### src/rtl/instr_mem.sv
// instr_mem: MEM pipeline stage. Captures EX results, performs the data-memory
// access with alignment and timeout checks, and presents the WB results.
`ifndef DATA_WIDTH
`define DATA_WIDTH 32
`endif
`ifndef ADDR_WIDTH
`define ADDR_WIDTH 32
`endif

module instr_mem #(
    parameter int DATA_WIDTH  = `DATA_WIDTH,
    parameter int ADDR_WIDTH  = `ADDR_WIDTH,
    parameter int MEM_TIMEOUT = 15
) (
    input  logic                  clk_87,
    input  logic                  rst_87,
    // EX stage: valid_in_87 is accepted only while stall_out_87 is low;
    // upstream holds its inputs while stall_out_87 is high.
    input  logic                  valid_in_87,
    input  logic                  zero_in_87,
    input  logic [DATA_WIDTH-1:0] alu_out_in_87,
    input  logic [ADDR_WIDTH-1:0] pc_brnch_in_87,
    input  logic [DATA_WIDTH-1:0] rval_b_in_87,
    input  logic                  mem_read_87,
    input  logic                  mem_write_87,
    input  logic                  branch_87,
    input  logic                  reg_write_87,
    input  logic                  mem_to_reg_87,
    input  logic [4:0]            wr_reg_87,
    // Data memory: dmem_req_87 and its payload stay stable until dmem_ack_87.
    output logic                  dmem_req_87,
    output logic                  dmem_we_87,
    output logic [ADDR_WIDTH-1:0] dmem_addr_87,
    output logic [DATA_WIDTH-1:0] dmem_wdata_87,
    input  logic [DATA_WIDTH-1:0] dmem_rdata_87,
    input  logic                  dmem_ack_87,
    // WB stage
    output logic                  valid_out_87,
    output logic [DATA_WIDTH-1:0] rd_data_out_87,
    output logic [DATA_WIDTH-1:0] alu_out_out_87,
    output logic [4:0]            wr_reg_out_87,
    output logic                  reg_write_out_87,
    output logic                  mem_to_reg_out_87,
    // Branch resolution, upstream stall and sticky errors
    output logic                  pc_src_out_87,
    output logic [ADDR_WIDTH-1:0] pc_brnch_out_87,
    output logic                  stall_out_87,
    output logic                  err_align_87,
    output logic                  err_timeout_87
);

    localparam int CW = $clog2(MEM_TIMEOUT + 1);
    localparam logic [CW-1:0] CNT_LAST = CW'(MEM_TIMEOUT - 1);

    typedef enum logic {
        S_IDLE = 1'b0,
        S_WAIT = 1'b1
    } state_e;

    state_e                state_q, state_d;
    logic [CW-1:0]         cnt_q, cnt_d;
    logic                  valid_q, valid_d;
    logic [DATA_WIDTH-1:0] rd_data_q, rd_data_d;
    logic [DATA_WIDTH-1:0] alu_q, alu_d;
    logic [ADDR_WIDTH-1:0] pc_brnch_q, pc_brnch_d;
    logic [DATA_WIDTH-1:0] rval_b_q, rval_b_d;
    logic                  zero_q, zero_d;
    logic                  branch_q, branch_d;
    logic                  mem_read_q, mem_read_d;
    logic                  mem_write_q, mem_write_d;
    logic                  reg_write_q, reg_write_d;
    logic                  mem_to_reg_q, mem_to_reg_d;
    logic [4:0]            wr_reg_q, wr_reg_d;
    logic                  err_align_q, err_align_d;
    logic                  err_timeout_q, err_timeout_d;

    logic mem_access;
    logic misaligned;

    assign mem_access = mem_read_87 | mem_write_87;
    assign misaligned = mem_access & (alu_out_in_87[1:0] != 2'b00);

    always_comb begin
        state_d       = state_q;
        cnt_d         = cnt_q;
        valid_d       = 1'b0;
        rd_data_d     = rd_data_q;
        alu_d         = alu_q;
        pc_brnch_d    = pc_brnch_q;
        rval_b_d      = rval_b_q;
        zero_d        = zero_q;
        branch_d      = branch_q;
        mem_read_d    = mem_read_q;
        mem_write_d   = mem_write_q;
        reg_write_d   = reg_write_q;
        mem_to_reg_d  = mem_to_reg_q;
        wr_reg_d      = wr_reg_q;
        err_align_d   = err_align_q;
        err_timeout_d = err_timeout_q;

        case (state_q)
            S_IDLE: begin
                if (valid_in_87) begin
                    alu_d        = alu_out_in_87;
                    pc_brnch_d   = pc_brnch_in_87;
                    rval_b_d     = rval_b_in_87;
                    zero_d       = zero_in_87;
                    branch_d     = branch_87;
                    mem_read_d   = mem_read_87;
                    mem_write_d  = mem_write_87;
                    mem_to_reg_d = mem_to_reg_87;
                    wr_reg_d     = wr_reg_87;
                    reg_write_d  = reg_write_87 & ~misaligned;
                    rd_data_d    = '0;
                    cnt_d        = '0;
                    if (mem_access && !misaligned) begin
                        state_d = S_WAIT;
                    end else begin
                        // Misaligned accesses never reach memory; they retire
                        // like an ALU op but without a register write.
                        valid_d = 1'b1;
                        if (misaligned) begin
                            err_align_d = 1'b1;
                        end
                    end
                end
            end
            S_WAIT: begin
                if (dmem_ack_87) begin
                    state_d = S_IDLE;
                    valid_d = 1'b1;
                    if (mem_read_q) begin
                        rd_data_d = dmem_rdata_87;
                    end
                end else if (cnt_q == CNT_LAST) begin
                    state_d       = S_IDLE;
                    valid_d       = 1'b1;
                    rd_data_d     = '0;
                    reg_write_d   = 1'b0;
                    err_timeout_d = 1'b1;
                end else begin
                    cnt_d = cnt_q + 1'b1;
                end
            end
            default: begin
                state_d = S_IDLE;
            end
        endcase
    end

    always_ff @(posedge clk_87 or posedge rst_87) begin
        if (rst_87) begin
            state_q       <= S_IDLE;
            cnt_q         <= '0;
            valid_q       <= 1'b0;
            rd_data_q     <= '0;
            alu_q         <= '0;
            pc_brnch_q    <= '0;
            rval_b_q      <= '0;
            zero_q        <= 1'b0;
            branch_q      <= 1'b0;
            mem_read_q    <= 1'b0;
            mem_write_q   <= 1'b0;
            reg_write_q   <= 1'b0;
            mem_to_reg_q  <= 1'b0;
            wr_reg_q      <= '0;
            err_align_q   <= 1'b0;
            err_timeout_q <= 1'b0;
        end else begin
            state_q       <= state_d;
            cnt_q         <= cnt_d;
            valid_q       <= valid_d;
            rd_data_q     <= rd_data_d;
            alu_q         <= alu_d;
            pc_brnch_q    <= pc_brnch_d;
            rval_b_q      <= rval_b_d;
            zero_q        <= zero_d;
            branch_q      <= branch_d;
            mem_read_q    <= mem_read_d;
            mem_write_q   <= mem_write_d;
            reg_write_q   <= reg_write_d;
            mem_to_reg_q  <= mem_to_reg_d;
            wr_reg_q      <= wr_reg_d;
            err_align_q   <= err_align_d;
            err_timeout_q <= err_timeout_d;
        end
    end

    assign stall_out_87  = (state_q == S_WAIT);
    assign dmem_req_87   = stall_out_87;
    assign dmem_we_87    = stall_out_87 & mem_write_q;
    assign dmem_addr_87  = stall_out_87 ? ADDR_WIDTH'(alu_q) : '0;
    assign dmem_wdata_87 = stall_out_87 ? rval_b_q : '0;

    assign valid_out_87      = valid_q;
    assign rd_data_out_87    = rd_data_q;
    assign alu_out_out_87    = alu_q;
    assign wr_reg_out_87     = wr_reg_q;
    assign reg_write_out_87  = valid_q & reg_write_q;
    assign mem_to_reg_out_87 = mem_to_reg_q;

    assign pc_src_out_87   = valid_q & branch_q & zero_q;
    assign pc_brnch_out_87 = valid_q ? pc_brnch_q : '0;

    assign err_align_87   = err_align_q;
    assign err_timeout_87 = err_timeout_q;

endmodule

### config.mk
export PLATFORM = sky130hd
export DESIGN_NAME = instr_mem
export DESIGN_NICKNAME = d
export VERILOG_FILES = /design/src/rtl/instr_mem.sv
export SDC_FILE = /design/constraint.sdc
export NUM_CORES = 1
export LEC_CHECK = 0
export CAP_MARGIN = 15
export CORE_UTILIZATION = 25
export CTS_CLUSTER_SIZE = 12
export DETAILED_ROUTE_END_ITERATION = 7
export PLACE_DENSITY = 0.57
export SYNTH_ARGS = -nofsm -noshare
export SYNTH_HDL_FRONTEND = slang
export SYNTH_SLANG_ARGS = --single-unit
### constraint.sdc
create_clock -name clk_87 -period 5.31 [get_ports clk_87]
set_clock_uncertainty 0.2 [all_clocks]
set_input_delay 0.531 -clock clk_87 [delete_from_list [all_inputs] [get_ports clk_87]]
set_output_delay 0.531 -clock clk_87 [all_outputs]
set_load 0.01 [all_outputs]
==> key figures <==
Place
  • DP HPWL: 13600 um
  • Port bufs: 316
  • # placed instances: 1320
  • Final Wtd Congestion: 0.753

Critical path
  • Critical Path Fanout Max: 35
  • Worst Setup Path Type: reg -> out
  • Worst EP required: 4.58 ns
  • Crit path cell chain: and3_1, clkdlybuf4s50_1
  • Element type at the critical path end: output pin
  • CP arrival: 2.35 ns
  • Max stage delay on crit path: 1.06 ns
  • Crit-path slowest cell: dfrtp_1
  • CP Launch Type: register

Status
  • Run status: finished, final reports clean

Clock tree
  • Resized cells post-CTS: 0
  • H-tree levels: 4
  • CTS tree: built
  • CTS Buf Count: 17
  • Clock transition at path regs: 0.06 ns
  • CTS Buffer Depth: 2
  • Worst-skew pair later-pin latency: 0.41 ns
  • Clock Tree Root: clkbuf_16
  • Cts hold-fix bufs: 0
  • Post-CTS Setup Bufs: 0
  • CTS sink cnt: 147

Floorplan
  • DIE AREA: 26800 um^2
  • Die H: 164 um
  • Rows: 58
  • Starting density of the core: 0.257
  • Die W: 164 um
  • Core area: 25400 um^2
  • I/O pin cnt: 317

Synthesis
  • Synthesized area per cell: 9.17 um^2
  • Synth Register Bits: 147
  • Synth Cell Area: 6530 um^2
  • Cells after Synth: 712
  • Seq/Total Area, Yosys: 0.563
  • Syn_nets: 857
  • Post-synthesis compound-gate area fraction: 0.0178
  • Mux share of post-synthesis cell area: 0.0552
  • Xor and xnor area share after synthesis: 0
  • Yosys cell types: 33
  • Synthesis Warnings: 0
  • Main combinational cell family by area after synthesis: simple AND/OR/NAND/NOR gates
  • Post-synthesis adder-cell area fraction: 0.00383
  • Synth Area in Simple Gates: 0.326

Min path
  • HP Class: reg -> reg

Pwr
  • Total power: 3.17 mW
  • Lkg Pwr: 5.04 nW
  • Pwr/cell area: 299 nW/um^2
  • Worst vdd ir: 0.136 mV

Layout
  • Share of cells above drive strength 1: 0.0752
  • Final Core Density: 0.417
  • Non-filler cells, final: 1356
  • Area delta synth->final: 62.2%
  • Nets: 1156

STA
  • Unrepaired setup endpoints after global routing: false
  • Total negative slack: 0 ns
  • Tmin final: 3.08 ns
  • Fin. max-slew vios: 0
  • Worst slew margin: 0.271
  • Maximum clock rate: 324 MHz
  • Tcrit/Tclk final: 0.581
  • Worst-margin pin slew: 1.09 ns
  • Setup Viol. Count Final: 0
  • Final Hold Viols: 0

Detailed routing
  • Routed vias/inst: 4.20
  • Routed length per placed instance: 15.0 um
  • Drt drc: 0
  • Drt total wl: 20400 um
  • Drt first pass iters: 4
  • Vias: 5696
  • Initial DRC count: 284
  • DRT antenna net count: 0

GRT
  • GRT overflow: 0
  • First-pass GRT wire length: 31200 um
  • Vias in the first global route: 5660
  • Met1 usage: 0.191
  • Total track usage: 0.152
  • M2 GR Usage: 0.248
  • Initial antenna violation count: 2
  • Largest net degree at the start of global routing: 85
  • Met3 Use GR: 0.0480
  • Most Crowded Layer GR: met2

Job
  • Number of max-cap violations: 0
==> logic make-up after synthesis <==
logic type | count (synthesis)
simple gates | 469
fa+ha+maj | 2
buf+inv | 47
flops | 147
compound gates | 15
mux | 32
==> where the power goes <==
| part | switching [mW] | total (mW) | internal (mW) |
|---|---|---|---|
| clock network | 0.507 | 1.21 | 0.702 |
| logic | 0.286 | 0.648 | 0.361 |
| registers | 0.0775 | 1.32 | 1.24 |
==> cell usage after synthesis <==
cell type,number,area share
nand3_1,2,0.0015
and2_1,98,0.094
buf_1,3,0.0017
nand4_1,1,0.00096
o31ai_1,1,0.0012
and3b_1,1,0.0013
o21bai_1,1,0.0012
nand3_2,1,0.0015
o21ai_0,4,0.0031
inv_1,2,0.0012
mux2_1,3,0.0052
or2_2,1,0.00096
nor2_1,4,0.0023
clkbuf_1,24,0.014
o21a_1,1,0.0012
o22ai_1,1,0.00096
or3_1,1,0.00096
nand2b_1,4,0.0038
nor2b_1,1,0.00096
o211ai_1,3,0.0034
o31a_1,1,0.0013
nor2b_2,1,0.0013
and3_1,34,0.033
buf_6,3,0.0052
a31o_2,1,0.0013
buf_4,1,0.0012
nand2_1,320,0.18
a211oi_1,1,0.0012
buf_2,14,0.011
mux2_2,29,0.050
ha_1,2,0.0038
a211oi_4,1,0.0031
dfrtp_1,147,0.56
==> cell usage in the layout, fill, tap and decap left out, types with 2 or more instances in the layout <==
cell / count
clkbuf_1: 2
nand2b_1: 3
o211ai_1: 3
clkinvlp_4: 2
clkdlybuf4s50_1: 316
buf_4: 7
o21ai_0: 4
and2_1: 98
and3_1: 34
buf_12: 2
mux2_2: 29
clkbuf_16: 17
mux2_1: 3
clkinv_4: 2
clkinv_2: 2
nor2_1: 4
ha_1: 2
nand2_1: 320
diode_2: 2
inv_6: 5
dfrtp_1: 146
bufinv_16: 2
nand3_1: 2
==> stage by stage <==
stage               hold WS [ns]  instance area [um^2]  worst slack (ns)
floorplan                  0.237                  6530             0.628
global placement           0.249                  9970              1.98
detailed placement         0.252                  9970              2.01
CTS                        0.268                 10500              1.78
global route               0.282                 10600              2.07
finish                     0.262                 10600              2.23
==> final cells by class <==
class / instances / area (um^2)
Clock buffer: 19 / 433
Inverter: 2 / 12.5
Tap cell: 330 / 413
Clock inverter: 13 / 149
Antenna cell: 2 / 5.00
Fill cell: 2518 / 14800
Multi-Input combinational cell: 518 / 2650
Timing Repair Buffer: 325 / 3260
Sequential cell: 147 / 3680
==> critical path, delay by kind of cell, from the launching register on <==
family / cells / cell delay (ns)
buffers and inverters: 1 / 0.57
DFF: 1 / 1.06
and+or+nand+nor: 1 / 0.29
==> layer usage <==
layer	up-vias	part of all wire
met5	-	0
met4	0	0.011
met3	10	0.075
met2	164	0.48
met1	2707	0.44
li1	2815	-
==> worst paths after layout <==
check / slack, ns / to / depth (start not counted) / start
worst min-delay path: 0.26 / err_timeout_87 / 1 / err_timeout_87
max in group asynchronous: 3.47 / pc_brnch_q[17] / 3 / rst_87
worst min register to register: 0.26 / err_timeout_87 / 1 / err_timeout_87
min in group asynchronous: 0.35 / pc_brnch_q[14] / 2 / rst_87
worst max register to register: 2.83 / pc_brnch_q[28] / 5 / dmem_req_87
worst max-delay path: 2.23 / pc_src_out_87 / 2 / valid_out_87
==> sequential cells by signal, indices dropped and copies added (netlist names), 4 cells and up <==
| signal | flops |
|---|---|
| alu_out_out_87 | 32 |
| cnt_q | 4 |
| pc_brnch_q | 32 |
| rd_data_out_87 | 32 |
| rval_b_q | 32 |
| wr_reg_out_87 | 5 |
Note: power is estimated with default switching activity, not from simulation.
